File: src/rtl/mac_seq_ctrl.sv
// mac_seq_ctrl: sequencer for one MAC accumulator.
// A start command triggers one dot product of VEC_LEN operand pairs. Each run
// clears the MAC, streams the operand buffer into it, lets the accumulator
// settle, captures the sum, and offers it on a valid/ready result port.
// All control outputs are registered. mac_a/mac_b are direct pass-throughs
// from the operand buffer.
module mac_seq_ctrl #(
    parameter int DATA_WIDTH = 8,
    parameter int VEC_LEN    = 8,
    parameter int ADDR_WIDTH = 3
) (
    input  logic                    clk,
    input  logic                    rst_n,
    input  logic                    start,
    output logic                    busy,
    output logic                    rd_en,
    output logic [ADDR_WIDTH-1:0]   rd_addr,
    input  logic [DATA_WIDTH-1:0]   a_rdata,
    input  logic [DATA_WIDTH-1:0]   b_rdata,
    output logic                    mac_clr,
    output logic                    mac_en,
    output logic [DATA_WIDTH-1:0]   mac_a,
    output logic [DATA_WIDTH-1:0]   mac_b,
    input  logic [3*DATA_WIDTH-1:0] mac_cout,
    output logic [3*DATA_WIDTH-1:0] result,
    output logic                    result_valid,
    input  logic                    result_ready
);

    localparam int                    RES_W     = 3 * DATA_WIDTH;
    localparam logic [ADDR_WIDTH-1:0] LAST_ADDR = ADDR_WIDTH'(VEC_LEN - 1);
    localparam logic [ADDR_WIDTH-1:0] ADDR_ONE  = ADDR_WIDTH'(1);

    typedef enum logic [2:0] {
        S_IDLE   = 3'd0,
        S_CLR    = 3'd1,
        S_STREAM = 3'd2,
        S_DRAIN  = 3'd3,
        S_SETTLE = 3'd4,
        S_DONE   = 3'd5
    } state_t;

    state_t                  state_q;
    logic                    busy_q;
    logic                    rd_en_q;
    logic [ADDR_WIDTH-1:0]   rd_addr_q;
    logic [ADDR_WIDTH-1:0]   rd_addr_d;
    logic                    mac_clr_q;
    logic                    mac_en_q;
    logic [RES_W-1:0]        result_q;
    logic                    result_valid_q;

    // Next read address: count up through the vector and stop on the last pair.
    always_comb begin
        rd_addr_d = rd_addr_q;
        if (rd_addr_q != LAST_ADDR) begin
            rd_addr_d = rd_addr_q + ADDR_ONE;
        end else begin
            rd_addr_d = rd_addr_q;
        end
    end

    // Sequencer FSM; every control output is set for the state being entered.
    always_ff @(posedge clk or negedge rst_n) begin
        if (!rst_n) begin
            state_q        <= S_IDLE;
            busy_q         <= 1'b0;
            rd_en_q        <= 1'b0;
            rd_addr_q      <= '0;
            mac_clr_q      <= 1'b0;
            result_q       <= '0;
            result_valid_q <= 1'b0;
        end else begin
            mac_clr_q <= 1'b0;
            case (state_q)
                S_IDLE: begin
                    if (start) begin
                        state_q   <= S_CLR;
                        busy_q    <= 1'b1;
                        mac_clr_q <= 1'b1;
                    end
                end
                S_CLR: begin
                    state_q   <= S_STREAM;
                    rd_en_q   <= 1'b1;
                    rd_addr_q <= '0;
                end
                S_STREAM: begin
                    if (rd_addr_q == LAST_ADDR) begin
                        state_q <= S_DRAIN;
                        rd_en_q <= 1'b0;
                    end else begin
                        rd_addr_q <= rd_addr_d;
                    end
                end
                S_DRAIN: begin
                    // Final pair is being accumulated this cycle.
                    state_q <= S_SETTLE;
                end
                S_SETTLE: begin
                    // Accumulator now holds the complete sum.
                    state_q        <= S_DONE;
                    result_q       <= mac_cout;
                    result_valid_q <= 1'b1;
                end
                S_DONE: begin
                    if (result_ready) begin
                        state_q        <= S_IDLE;
                        busy_q         <= 1'b0;
                        result_valid_q <= 1'b0;
                    end
                end
                default: begin
                    state_q        <= S_IDLE;
                    busy_q         <= 1'b0;
                    rd_en_q        <= 1'b0;
                    result_valid_q <= 1'b0;
                end
            endcase
        end
    end

    // MAC enable follows the read strobe by the buffer's one-cycle latency.
    always_ff @(posedge clk or negedge rst_n) begin
        if (!rst_n) begin
            mac_en_q <= 1'b0;
        end else begin
            mac_en_q <= rd_en_q;
        end
    end

    assign busy         = busy_q;
    assign rd_en        = rd_en_q;
    assign rd_addr      = rd_addr_q;
    assign mac_clr      = mac_clr_q;
    assign mac_en       = mac_en_q;
    assign mac_a        = a_rdata;
    assign mac_b        = b_rdata;
    assign result       = result_q;
    assign result_valid = result_valid_q;

endmodule

File: config.mk
export PLATFORM = sky130hd
export DESIGN_NAME = mac_seq_ctrl
export DESIGN_NICKNAME = d
export VERILOG_FILES = /design/src/rtl/mac_seq_ctrl.sv
export SDC_FILE = /design/constraint.sdc
export NUM_CORES = 1
export LEC_CHECK = 0
export BUFFER_PORTS_ARGS = -buffer_cell sky130_fd_sc_hd__buf_4
export CAP_MARGIN = 0
export CORE_UTILIZATION = 33
export CTS_CLUSTER_SIZE = 24
export DETAILED_ROUTE_END_ITERATION = 8
export SLEW_MARGIN = 10
export SYNTH_ARGS = -nofsm -noshare
export SYNTH_HDL_FRONTEND = slang
export SYNTH_SLANG_ARGS = --single-unit
File: constraint.sdc
create_clock -name clk -period 3.9 [get_ports clk]
set_input_delay 0.78 -clock clk [delete_from_list [all_inputs] [get_ports clk]]
set_output_delay 0.78 -clock clk [all_outputs]
set_load 0.02 [all_outputs]
# Word level (Yosys, flattened, before mapping)
# Index checks and enable logic that the tools add are counted.
# Widths: inputs -> output; s select.
[totals] wordCells=49 mem_bits_ro=0 out_inout_bits=48 input_bits=44 latchBits=0 register_bits=35 ram_bits=0 n_memories=0
[op_classes] multipliers=0 mux=15 order_cmp=0 shifts=0 addsub=1 n_reduce_logical=10 bitwise=3 n_eq_ne=12 div_mod_pow=0
[op_table] operator="$pmux 3 s6" count=1
[op_table] operator="$mux 3" count=5
[op_table] operator="$reduce_or 4->1" count=3
[op_table] operator="$ne 2x2->1 const B" count=5
[op_table] operator="$eq 3x3->1 const B" count=3
[op_table] operator="$pmux 1 s3" count=3
[op_table] operator="$reduce_and 3->1" count=3
[op_table] operator="$eq 3x2->1 const B" count=2
[op_table] operator="$pmux 3 s2" count=1
[op_table] operator="$mux 1" count=5
[op_table] operator="$reduce_and 2->1" count=2
[op_table] operator="$add 3x1->3 const B" count=1
[op_table] operator="$eq 3x1->1 const B" count=1
[op_table] operator="$logic_not 3->1" count=1
[op_table] operator="$ne 3x3->1 const B" count=1
[op_table] operator="$not 1->1" count=3
[op_table] operator="$reduce_bool 2->1" count=1

# Depth between registers and ports, before layout
[logic_depth] word_depth=4 ltp_mapped=5 ltp_nobuf=5

# Worst setup path before layout
# OpenSTA, ideal clock, no wires.
[synth_path] path_type="input-to-output" start="in a_rdata[0]" end="out mac_a[0]" arrival_time_ns=0.914 path_stages=1 path_slack_ns=2.206 path_cell_list="buf_4"
[synth_rtl] item="from (decl)" line="18" rtl="input logic [DATA_WIDTH-1:0] a_rdata,"
[synth_rtl] item="to (decl)" line="22" rtl="output logic [DATA_WIDTH-1:0] mac_a,"
# No word-level cell between the ends.

# Worst setup path in the final report
[layout_path] start="reg state_q[0]" end="reg result_q[13] (netlist: result[13])"
[layout_via] elab_chain_len=1
[layout_rtl] item="from (decl)" line="43" rtl="state_t state_q;"
[layout_rtl] item="from (signal assigned)" line="66" rtl="state_q <= S_IDLE;"
[layout_rtl] item="from (signal assigned)" line="78" rtl="state_q <= S_CLR;"
[layout_rtl] item="from (signal assigned)" line="84" rtl="state_q <= S_STREAM;"
[layout_rtl] item="$eq 3x3->1" line="75" rtl="case (state_q)"
[layout_rtl] item="to (signal assigned)" line="103" rtl="result_q <= mac_cout;"
[layout_rtl] item="to (decl)" line="50" rtl="logic [RES_W-1:0] result_q;"
# Every way passes these cells.
# A chain may end at the register's enable or synchronous reset.

==> metrics.md <==
| Metric | Value |
|---|---|
| CTS Hold Buffers Added | `0` |
| I/O pin count | `92` |
| Top Family by Delay on Critical Path | `simple AND/OR/NAND/NOR gates` |
| First-pass GRT wire length | `4970 um` |
| Vias post-DR | `1031` |
| Critical path type | `reg2reg` |
| CP arrival | `2230 ps` |
| Post-synthesis adder-cell area fraction | `0.0160` |
| Tot Pwr | `1.91 mW` |
| Max Cap Viol | `0` |
| Slowest CP cell | `nor3_4` |
| Antenna violations before repair | `0` |
| DP HPWL | `2180 um` |
| Remaining global-route overflow | `0` |
| Largest net degree at the start of global routing | `36` |
| Post-CTS Setup Inserts | `0` |
| Worst-path cell chain | `nor3_4 > mux2_2` |
| CP endpoint kind | `flip-flop` |
| Hold Violations, Final | `0` |
| Mapped Cells | `117` |
| CTS tree | `yes` |
| Synth Net Count | `163` |
| H-tree Lvls | `2` |
| Worst r2r src | `state_q[0]$_DFFE_PN0P_` |
| DIE WIDTH | `70.8 um` |
| Ranking of synthesized cells by area | `dfrtp_1 56%, mux2_2 15%, buf_4 8.2%` |
| ANT nets after route | `0` |
| WL per Instance | `13.9 um` |
| Final Cycle Share | `0.526` |
| Clk sink count | `35` |
| Synth warn | `0` |
| Number of remaining DRC errors | `16` |
| Worst hold-check path type | `in2async` |
| F_max | `488 MHz` |
| Register area share after synthesis | `0.561` |
| Main combinational cell family by area after synthesis | `multiplexers` |
| FILL cells | `420` |
| Post-synthesis mux area share | `0.173` |
| Crit path max fanout | `24` |
| GPL Wtd Cong | `0.739` |
| Clock slew at reported path FFs | `70 ps` |
| P per Cell Area | `935 mW/mm^2` |
| Most common cell after layout, fill and taps aside | `buf_4` |
| Number of synthesized register bits | `35` |
| Number of global-route vias before repair | `1013` |
| Leak Pwr | `0.960 nW` |
| TritonCTS Buffers | `5` |
| Clock Latency Late Sink | `290 ps` |
| Synthesized area per cell | `13.3 um^2` |
| Period minus WS final | `2050 ps` |
| Clock tree buffer depth | `2` |
| Post-synth design cell area | `0.00156 mm^2` |
| Clock skew | `2.06 ps` |
| CTS resizes | `0` |
| Reg2Reg Setup Slack | `1850 ps` |
| Fraction of layout cells with a size suffix above 1 | `0.546` |
| Post-synth top area cell | `dfrtp_1` |
| Post-synth top area share | `0.561` |
| R2r endpoint | `result[13]$_DFFE_PN0P_` |
| Failing checks | `DRC` |
| Worst reg-to-reg path cell count | `2` |
| Total wire length | `3000 um` |
| Root Buffer | `clkbuf_8` |
| # rows | `24` |
| Status | `finished with violations` |
| N_diodes | `0` |
| Initial Util | `0.351` |
| CP Data Required Time | `4080 ps` |
| CP startpoint kind | `flip-flop` |
| Crit path buf inv count | `0` |
| Unrepaired setup endpoints after global routing | `no` |
| Rel. slew slack | `0.278` |
| Crit-path max cell delay | `940 ps` |
| Layout area overhead | `30.8%` |
| # nets final | `208` |
| Die Span Y | `70.8 um` |
| Core ar. | `0.00444 mm^2` |
| Drt first pass iters | `6` |
| Number of port buffers | `59` |
| Die area | `0.00501 mm^2` |
| VDD IR max | `0.347 mV` |
| Tightest Pin Transition | `1080 ps` |
| GRT Util Overall | `0.134` |
| Post-Synth Simple-Gate Area | `0.0545` |
| Area share of xor/xnor cells in the synthesized design | `0.00561` |
| Most frequent cells in the layout | `59 x buf_4, 35 x dfrtp_1, 21 x mux2_2` |
| Setup-failing EPs final | `0` |
| Vias per std cell | `4.80` |
| Starting DRT DRC Count | `60` |
| Synth Area in Compound Gates | `0.0785` |
| TNS Setup | `0 ps` |
| Slew Viols, Final | `0` |
| Unique masters post-synth | `26` |
## flip-flops by register name (all words and copies together) (netlist names)
signal        flops
busy              1
rd_addr           3
mac_en            1
result_valid      1
rd_en             1
result           24
state_q           3
mac_clr           1
## how the worst max path moves through the flow
stage / start / endpoint / slack [ps] / cells after the start
floorplan: a_rdata[0] / mac_a[0] / 2210 / 1
global placement: state_q[1]$_DFFE_PN0P_ / result[8]$_DFFE_PN0P_ / 1880 / 2
detailed placement: state_q[1]$_DFFE_PN0P_ / result[13]$_DFFE_PN0P_ / 1810 / 2
CTS: state_q[1]$_DFFE_PN0P_ / result[13]$_DFFE_PN0P_ / 1800 / 2
global route: state_q[1]$_DFFE_PN0P_ / result[3]$_DFFE_PN0P_ / 1660 / 2
finish: state_q[0]$_DFFE_PN0P_ / result[13]$_DFFE_PN0P_ / 1850 / 2
## metal layers
metal	vias to the layer above	global-route usage	share of wire
li1	486	-	-
met3	11	0.0413	0.098
met5	-	0	0
met4	0	0.109	0.034
met2	45	0.196	0.46
met1	489	0.163	0.41
## layout make-up
class                           count  area, um^2  area share
Tap cell                           52        65.1      0.0319
Timing Repair Buffer               59         443       0.217
Clock buffer                        6        72.6      0.0355
Inverter                            3        13.8     0.00674
Clock inverter                      2        60.1      0.0294
Multi-Input combinational cell     58         512       0.251
Sequential cell                    35         876       0.429
## synthesized netlist by cell type
cell type and count:
dfrtp_1 35, mux2_2 21, buf_4 17, nor2_1 5, a21oi_1 3, mux2_1 3
nor2b_1 3, o21ai_0 3, o2bb2ai_1 3, a2bb2oi_1 2, buf_2 2, buf_6 2
ha_1 2, inv_1 2, nand2_1 2, nor3b_1 2, a211oi_1 1, a21o_1 1
a221o_1 1, inv_4 1, nor3_4 1, nor4b_1 1, o211ai_1 1, o31ai_1 1
o32ai_1 1, xnor2_1 1
## where the power goes
| group | internal (mW) | switching (mW) | leakage (nW) | total, mW |
|---|---|---|---|---|
| sequential | 0.541 | 0.149 | 0.416 | 0.689 |
| combinational | 0.427 | 0.411 | 0.479 | 0.838 |
| clock | 0.255 | 0.126 | 0.0654 | 0.382 |
## per-stage QoR
stage / hold WS (ps) / worst slack [ps] / utilization / cell area, um^2 / instances
after floorplan: 484 / 2210 / - / 1560 / 117
after global placement: 421 / 1880 / 0.430 / 1910 / 207
after detailed placement: 426 / 1810 / 0.430 / 1910 / 207
after CTS: 441 / 1800 / 0.459 / 2040 / 215
after global routing: 454 / 1660 / 0.459 / 2040 / 215
final: 430 / 1850 / 0.459 / 2040 / 215
## cells by family after synthesis
group | count (synthesis)
AOI/OAI and AO/OA | 17
and+or+nand+nor | 14
buffers and inverters | 24
adders and majority gates | 2
DFF | 35
muxes | 24
xor gates and xnor gates | 1
## worst reg2reg max path, cell delays in order (launching register included)
cell,delay [ps]
dfrtp_1,570
nor3_4,940
mux2_2,440
(Power assumes the default switching activity.)
